`config.mk`:
```
export PLATFORM = sky130hd
export DESIGN_NAME = mem_wb_stage
export DESIGN_NICKNAME = d
export VERILOG_FILES = /design/src/rtl/mem_wb_stage.sv
export SDC_FILE = /design/constraint.sdc
export NUM_CORES = 1
export LEC_CHECK = 0
export ABC_AREA = 1
export CAP_MARGIN = 25
export CORE_AREA = 2 2 105 127
export CTS_CLUSTER_SIZE = 12
export DETAILED_ROUTE_END_ITERATION = 10
export DIE_AREA = 0 0 107 129
export GPL_ROUTABILITY_DRIVEN = 0
export HOLD_SLACK_MARGIN = 0.1
export PLACE_DENSITY = 0.77
export SETUP_SLACK_MARGIN = 0.5
export SYNTH_ARGS = -nofsm -noshare
export SYNTH_HDL_FRONTEND = slang
export SYNTH_SLANG_ARGS = --single-unit
```
`constraint.sdc`:
```
create_clock -name Clk -period 6.6 [get_ports Clk]
set_input_delay 0.66 -clock Clk [delete_from_list [all_inputs] [get_ports Clk]]
set_output_delay 0.66 -clock Clk [all_outputs]
set_load 0.01 [all_outputs]
```
`src/rtl/mem_wb_stage.sv`:
```
// MEM/WB register: big-endian byte/half load extraction and two-cycle paired-load write-back.
// One-cycle latency; MEM_WB_Busy holds upstream while the second pair write is pending.
module mem_wb_stage (
  input  logic        Clk,
  input  logic        Reset,
  input  logic [31:0] MEM_ReadData_A,
  input  logic [31:0] MEM_ReadData_B,
  input  logic [1:0]  EX_MEM_Address,
  input  logic [31:0] EX_MEM_ALUResult,
  input  logic [4:0]  EX_MEM_WriteReg,
  input  logic        EX_MEM_RegWrite,
  input  logic        EX_MEM_MemRead,
  input  logic        EX_MEM_HalfControl,
  input  logic        EX_MEM_ByteControl,
  input  logic        EX_MEM_Unsigned,
  input  logic        EX_MEM_PairLoad,
  input  logic        Stall,
  input  logic        Flush,
  output logic        MEM_WB_RegWrite,
  output logic [4:0]  MEM_WB_WriteReg,
  output logic [31:0] MEM_WB_WriteData,
  output logic        MEM_WB_Busy
);

  typedef enum logic {S_IDLE = 1'b0, S_PAIR2 = 1'b1} state_t;

  state_t      r_state, w_state_nxt;
  logic        r_we, w_we_nxt;
  logic [4:0]  r_reg, w_reg_nxt;
  logic [31:0] r_dat, w_dat_nxt;
  logic [4:0]  r_b_reg, w_b_reg_nxt;
  logic [31:0] r_b_dat, w_b_dat_nxt;

  logic        w_pair;
  logic [7:0]  w_byte;
  logic [15:0] w_half;
  logic [31:0] w_ld_dat;

  assign w_pair = EX_MEM_MemRead & EX_MEM_PairLoad & EX_MEM_RegWrite;

  // Lane 0 is the most significant byte (big-endian).
  always_comb begin
    w_byte = 8'h00;
    case (EX_MEM_Address)
      2'd0: w_byte = MEM_ReadData_A[31:24];
      2'd1: w_byte = MEM_ReadData_A[23:16];
      2'd2: w_byte = MEM_ReadData_A[15:8];
      2'd3: w_byte = MEM_ReadData_A[7:0];
    endcase
    w_half = EX_MEM_Address[1] ? MEM_ReadData_A[15:0] : MEM_ReadData_A[31:16];

    w_ld_dat = MEM_ReadData_A;
    if (!EX_MEM_MemRead)
      w_ld_dat = EX_MEM_ALUResult;
    else if (w_pair)
      w_ld_dat = MEM_ReadData_A;
    else if (EX_MEM_ByteControl)
      w_ld_dat = EX_MEM_Unsigned ? {24'h000000, w_byte} : {{24{w_byte[7]}}, w_byte};
    else if (EX_MEM_HalfControl)
      w_ld_dat = EX_MEM_Unsigned ? {16'h0000, w_half} : {{16{w_half[15]}}, w_half};
  end

  always_comb begin
    w_state_nxt = r_state;
    w_we_nxt    = r_we;
    w_reg_nxt   = r_reg;
    w_dat_nxt   = r_dat;
    w_b_reg_nxt = r_b_reg;
    w_b_dat_nxt = r_b_dat;
    case (r_state)
      S_IDLE: begin
        if (!Stall) begin
          w_reg_nxt = EX_MEM_WriteReg;
          w_dat_nxt = w_ld_dat;
          if (Flush) begin
            w_we_nxt = 1'b0;
          end else begin
            w_we_nxt = EX_MEM_RegWrite && (EX_MEM_WriteReg != 5'd0);
            if (w_pair) begin
              w_b_dat_nxt = MEM_ReadData_B;
              w_b_reg_nxt = EX_MEM_WriteReg + 5'd1;
              w_state_nxt = S_PAIR2;
            end
          end
        end
      end
      S_PAIR2: begin
        // The pair is committed, so Flush has no effect here.
        if (!Stall) begin
          w_we_nxt    = (r_b_reg != 5'd0);
          w_reg_nxt   = r_b_reg;
          w_dat_nxt   = r_b_dat;
          w_state_nxt = S_IDLE;
        end
      end
    endcase
  end

  always_ff @(posedge Clk or posedge Reset) begin
    if (Reset) begin
      r_state <= S_IDLE;
      r_we    <= 1'b0;
      r_reg   <= 5'd0;
      r_dat   <= 32'd0;
      r_b_reg <= 5'd0;
      r_b_dat <= 32'd0;
    end else begin
      r_state <= w_state_nxt;
      r_we    <= w_we_nxt;
      r_reg   <= w_reg_nxt;
      r_dat   <= w_dat_nxt;
      r_b_reg <= w_b_reg_nxt;
      r_b_dat <= w_b_dat_nxt;
    end
  end

  assign MEM_WB_RegWrite  = r_we;
  assign MEM_WB_WriteReg  = r_reg;
  assign MEM_WB_WriteData = r_dat;
  assign MEM_WB_Busy      = (r_state == S_PAIR2);

endmodule
```
Word level (Yosys, flattened, before mapping). Index checks and enable logic that the tools add are counted.

Logic and storage cells: 46. Bits of input ports: 113. Bits in latches: 0. Register bits: 76. Memories: 0. Memory bits (read-only): 0. Output and inout bits: 39. Memory bits (writable): 0.

Reduce and logical (&&, ||, !) cells: 6. $add $sub $neg: 1. Shift-type cells: 0. Muxes and demuxes: 23. Order comparisons: 0. Bitwise operators: 5. Eq/ne operators: 5. Div/mod/pow operators: 0. $mul: 0.

Operator list (count): 2-to-1 mux 32 bit (8); one-hot mux 32 bit (2 select lines) (1); one-hot mux 8 bit (4 select lines) (1); 2-to-1 mux 16 bit (1); 2-to-1 mux 5 bit (2); one-hot mux 5 bit (2 select lines) (1); nonzero test 5 bit (2); 2-to-1 mux 1 bit (7); adder 5 x 1 -> 5 bit, second input constant (1); == test 2 bit, second input constant (2); inequality test 2 bit, second input constant (2); one-hot mux 1 bit (2 select lines) (2); AND reduction 4 bit (1); NOT 1 bit (3); AND 1 bit (2); == test 2 x 1 -> 1 bit, second input constant (1); zero test 2 bit (1); AND reduction 2 bit (1); logical AND 1 bit (1).

Depth between registers and ports, before layout.
Depth in word-level cells: 8. Mapped depth: 12. Gate-level depth less buffers: 11.

Worst setup path after synthesis. OpenSTA, ideal clock, no wires.

Kind: input -> register. From: input port EX_MEM_RegWrite. To: register r_dat[1] (netlist: MEM_WB_WriteData[1]). Buffers on the path: 1. Library setup time: 0.117 ns. Setup slack: 5.000 ns. Arrival time: 1.484 ns. Cell stages on the path: 11. Required time: 6.483 ns. Path through: nand2_2 -> inv_4 -> nand2_4 -> buf_4 -> o21ai_0 -> nor2_1 -> nand2_1 -> nand2_1 -> nand2_1 -> nand2_1 -> nand2_1.

Word-level cells in the longest chain between the ends: 5.

RTL lines: start, declared (line 11) `input logic EX_MEM_RegWrite,`; AND 1 bit (line 39) `assign w_pair = EX_MEM_MemRead & EX_MEM_PairLoad & EX_MEM_RegWrite;`; 2-to-1 mux 32 bit (line 55) `else if (w_pair)`; 2-to-1 mux 32 bit (line 53) `if (!EX_MEM_MemRead)`; 2-to-1 mux 32 bit (line 72) `if (!Stall) begin`; one-hot mux 32 bit (2 select lines) (line 70) `case (r_state)`; end signal, assigned (line 111) `r_dat <= w_dat_nxt;`; end, declared (line 30) `logic [31:0] r_dat, w_dat_nxt;`.

Every way passes these cells. The select of a mux whose other input is x is not followed. A chain may end at the register's enable or synchronous reset.

Final worst setup path.
From: input port EX_MEM_RegWrite. To: register r_b_dat[13].

Word-level cells in the longest chain between the ends: 2.

RTL lines: AND 1 bit (line 39); AND reduction 4 bit (no source line); end signal, assigned (line 113) `r_b_dat <= w_b_dat_nxt;`; end, declared (line 32) `logic [31:0] r_b_dat, w_b_dat_nxt;`.

Every way passes these cells.

==> results_dict.tcl <==
set metrics [dict create \
    max_freq_mhz 325 \
    slew_viol_final 0 \
    path_max_fanout 65 \
    finalPower_w 0.00153 \
    grt_overflow_total 0 \
    dp_hpwl_um 10500 \
    worstHoldEndpoint "MEM_WB_WriteData[27]" \
    synth.avg_cell_area_um2 6.58 \
    ff2ff_path_depth 6 \
    cts_resized 0 \
    path_cells "clkdlybuf4s50_1, nand2_2, inv_4, nand2_4, inv_4, nand3_2, inv_2, nand2_1, o21ai_1" \
    fp.dieArea_mm2 0.0138 \
    final_common_cell "nand2_1" \
    insertion_delay_ps 340 \
    cts_max_path_buffers 2 \
    final_core_util 0.543 \
    path_clk_slew_ps 60 \
    synthDistinctLibCells 28 \
    syn_area_mm2 0.00496 \
    nets 992 \
    slowest_delay_ps 760 \
    min_period_over_period 0.466 \
    area_delta_synth_final_pct 37.7 \
    die_w_um 107 \
    ant_nets 0 \
    dr.first_iter.drc_count 291 \
    routed-wl-met2_um 7250 \
    start_util 0.395 \
    r2r_end "r_b_dat[13]" \
    r2r_slack_ps 4070 \
    globalRouteTotalUtil 0.220 \
    yosys_warnings 0 \
    drive_above_1_share 0.0646 \
    grt_antenna_before_repair 0 \
    synthCells 753 \
    grt_max_degree 77 \
    wl_per_cell_um 14.2 \
    n_antenna_cell 0 \
    status "finished clean" \
    maxCapViolCount 0 \
    wl_met3_um 1030 \
    hold_path_class "reg -> reg" \
    port_buffers 151 \
    timing.rr.start "MEM_WB_Busy" \
    final_cell_mix "300 x nand2_1, 150 x clkdlybuf4s50_1, 107 x a21oi_1" \
    ys_seq_area_frac 0.384 \
    via_per_inst 4.93 \
    synth.net_count 868 \
    final_area_mm2 0.00682 \
    numCtsBuffers 9 \
    power_density_mw_per_mm2 224 \
    crit_top_cell "inv_4" \
    postCtsSetupBuffers 0 \
    power.leakage_nw 3.43 \
    worst_slew_pin_slew_ps 971 \
    grt_pass1_wl_um 23900 \
    ys_seq_elements 76 \
    skew_ps 4.99 \
    cts_hold_buf 0 \
    min_path_cells 2 \
    rsz0062_at_grt "no" \
    met1_length_um 6270 \
    whs_ps 480 \
    dpl_cell_area_mm2 0.00645 \
    critical_path_required_ps 6850 \
    coreArea_mm2 0.0126 \
    drtPass1Iterations 5 \
    cts_tree "done" \
    nFillCells 1220 \
    hold_viol_final 0 \
    num_rows 45 \
    fin_setup_tns_ps 0 \
    cts.sink_count 76 \
    ir_drop_v 0.000156 \
    period_needed_ps 3080 \
    setup_viol 0 \
    worstPathBufferInverterCount 4 \
    vias 5154 \
    top_layer_used "met4" \
    io_pins 152 \
    wirelength_um 14900 \
    post-route-drc-count 0 \
    slew_headroom 0.352 \
    cp.arrival_ps 3330 \
    grt_pass1_vias 4883 \
    cts-root-buf "clkbuf_16" \
    path_class "in -> reg" \
    min-delay-start "MEM_WB_WriteData[27]" \
    die_y_um 129 \
    htreeDepth 3 \
    end_kind "flop" \
    path_delay_family "buffers and inverters" \
    start_kind "input pin" \
    critPathSlowestCell "inv_2" \
]
power by group:
group          internal [W]  switching [W]
Sequential         0.000553      0.0000372
Combinational      0.000197       0.000212
Clock              0.000332       0.000196
Total               0.00108       0.000445
cells in the mapped netlist:
cell	n	area share
dfrtp_1	76	0.38
nor2_2	2	0.0025
o22ai_1	1	0.0013
a21oi_4	1	0.0033
nand3_1	15	0.015
buf_12	1	0.0040
nor2_1	35	0.027
a21oi_1	107	0.11
clkbuf_1	25	0.019
o21ai_1	41	0.041
xnor2_1	1	0.0018
o211ai_1	2	0.0030
buf_2	4	0.0040
nand3_2	16	0.032
xor2_1	2	0.0035
clkbuf_2	1	0.0010
ha_1	2	0.0050
buf_4	9	0.014
nand2_2	4	0.0050
inv_4	2	0.0025
nand2_4	1	0.0023
inv_2	7	0.0053
nand3_4	1	0.0035
nand2_1	300	0.23
inv_1	67	0.051
nor3_1	4	0.0040
buf_6	3	0.0068
o21ai_0	23	0.023
worst max-delay path by stage:
stage                                from     endpoint  slack (ps)  depth (start not counted)
after floorplan                     Reset  MEM_WB_Busy        4000                          1
after global placement    EX_MEM_RegWrite  r_b_dat[30]        3290                          8
after detailed placement  EX_MEM_RegWrite  r_b_dat[13]        3210                          9
after CTS                 EX_MEM_RegWrite  r_b_dat[13]        3550                          9
after global routing      EX_MEM_RegWrite  r_b_dat[11]        3220                          9
final                     EX_MEM_RegWrite  r_b_dat[13]        3520                          9
kinds of logic after synthesis:
family,share of synthesized area
xor+xnor,0.00530
simple gates,0.319
flops,0.384
compound gates,0.180
buf+inv,0.107
fa+ha+maj,0.00505
cell type report:
class                           count  area [um^2]  share of cell area
Sequential cell                    76         1900               0.279
Inverter                           76          290              0.0425
Multi-Input combinational cell    558         2520               0.370
Timing Repair Buffer              156         1580               0.232
Clock buffer                       10          229              0.0336
Tap cell                          164          205              0.0301
Clock inverter                      6         88.8              0.0130
routing by layer:
layer | vias to the layer above | track usage
li1 | 2616 | -
met1 | 2333 | 0.283
met2 | 185 | 0.368
met3 | 20 | 0.0441
met4 | 0 | 0.0772
met5 | - | 0
worst register-to-register path: stages (launching register included):
cell,delay (ps)
dfrtp_2,570
buf_4,360
nor2_1,270
nand3_2,210
inv_2,760
nand2_1,160
o21ai_1,120
per-stage QoR:
step	worst slack, ps	instances
2_1_floorplan	4000	753
3_5_place_dp	3210	1028
5_1_grt	3220	1046
6_report	3520	1046
3_3_place_gp	3290	1028
4_1_cts	3550	1044
(Power assumes the default switching activity.)
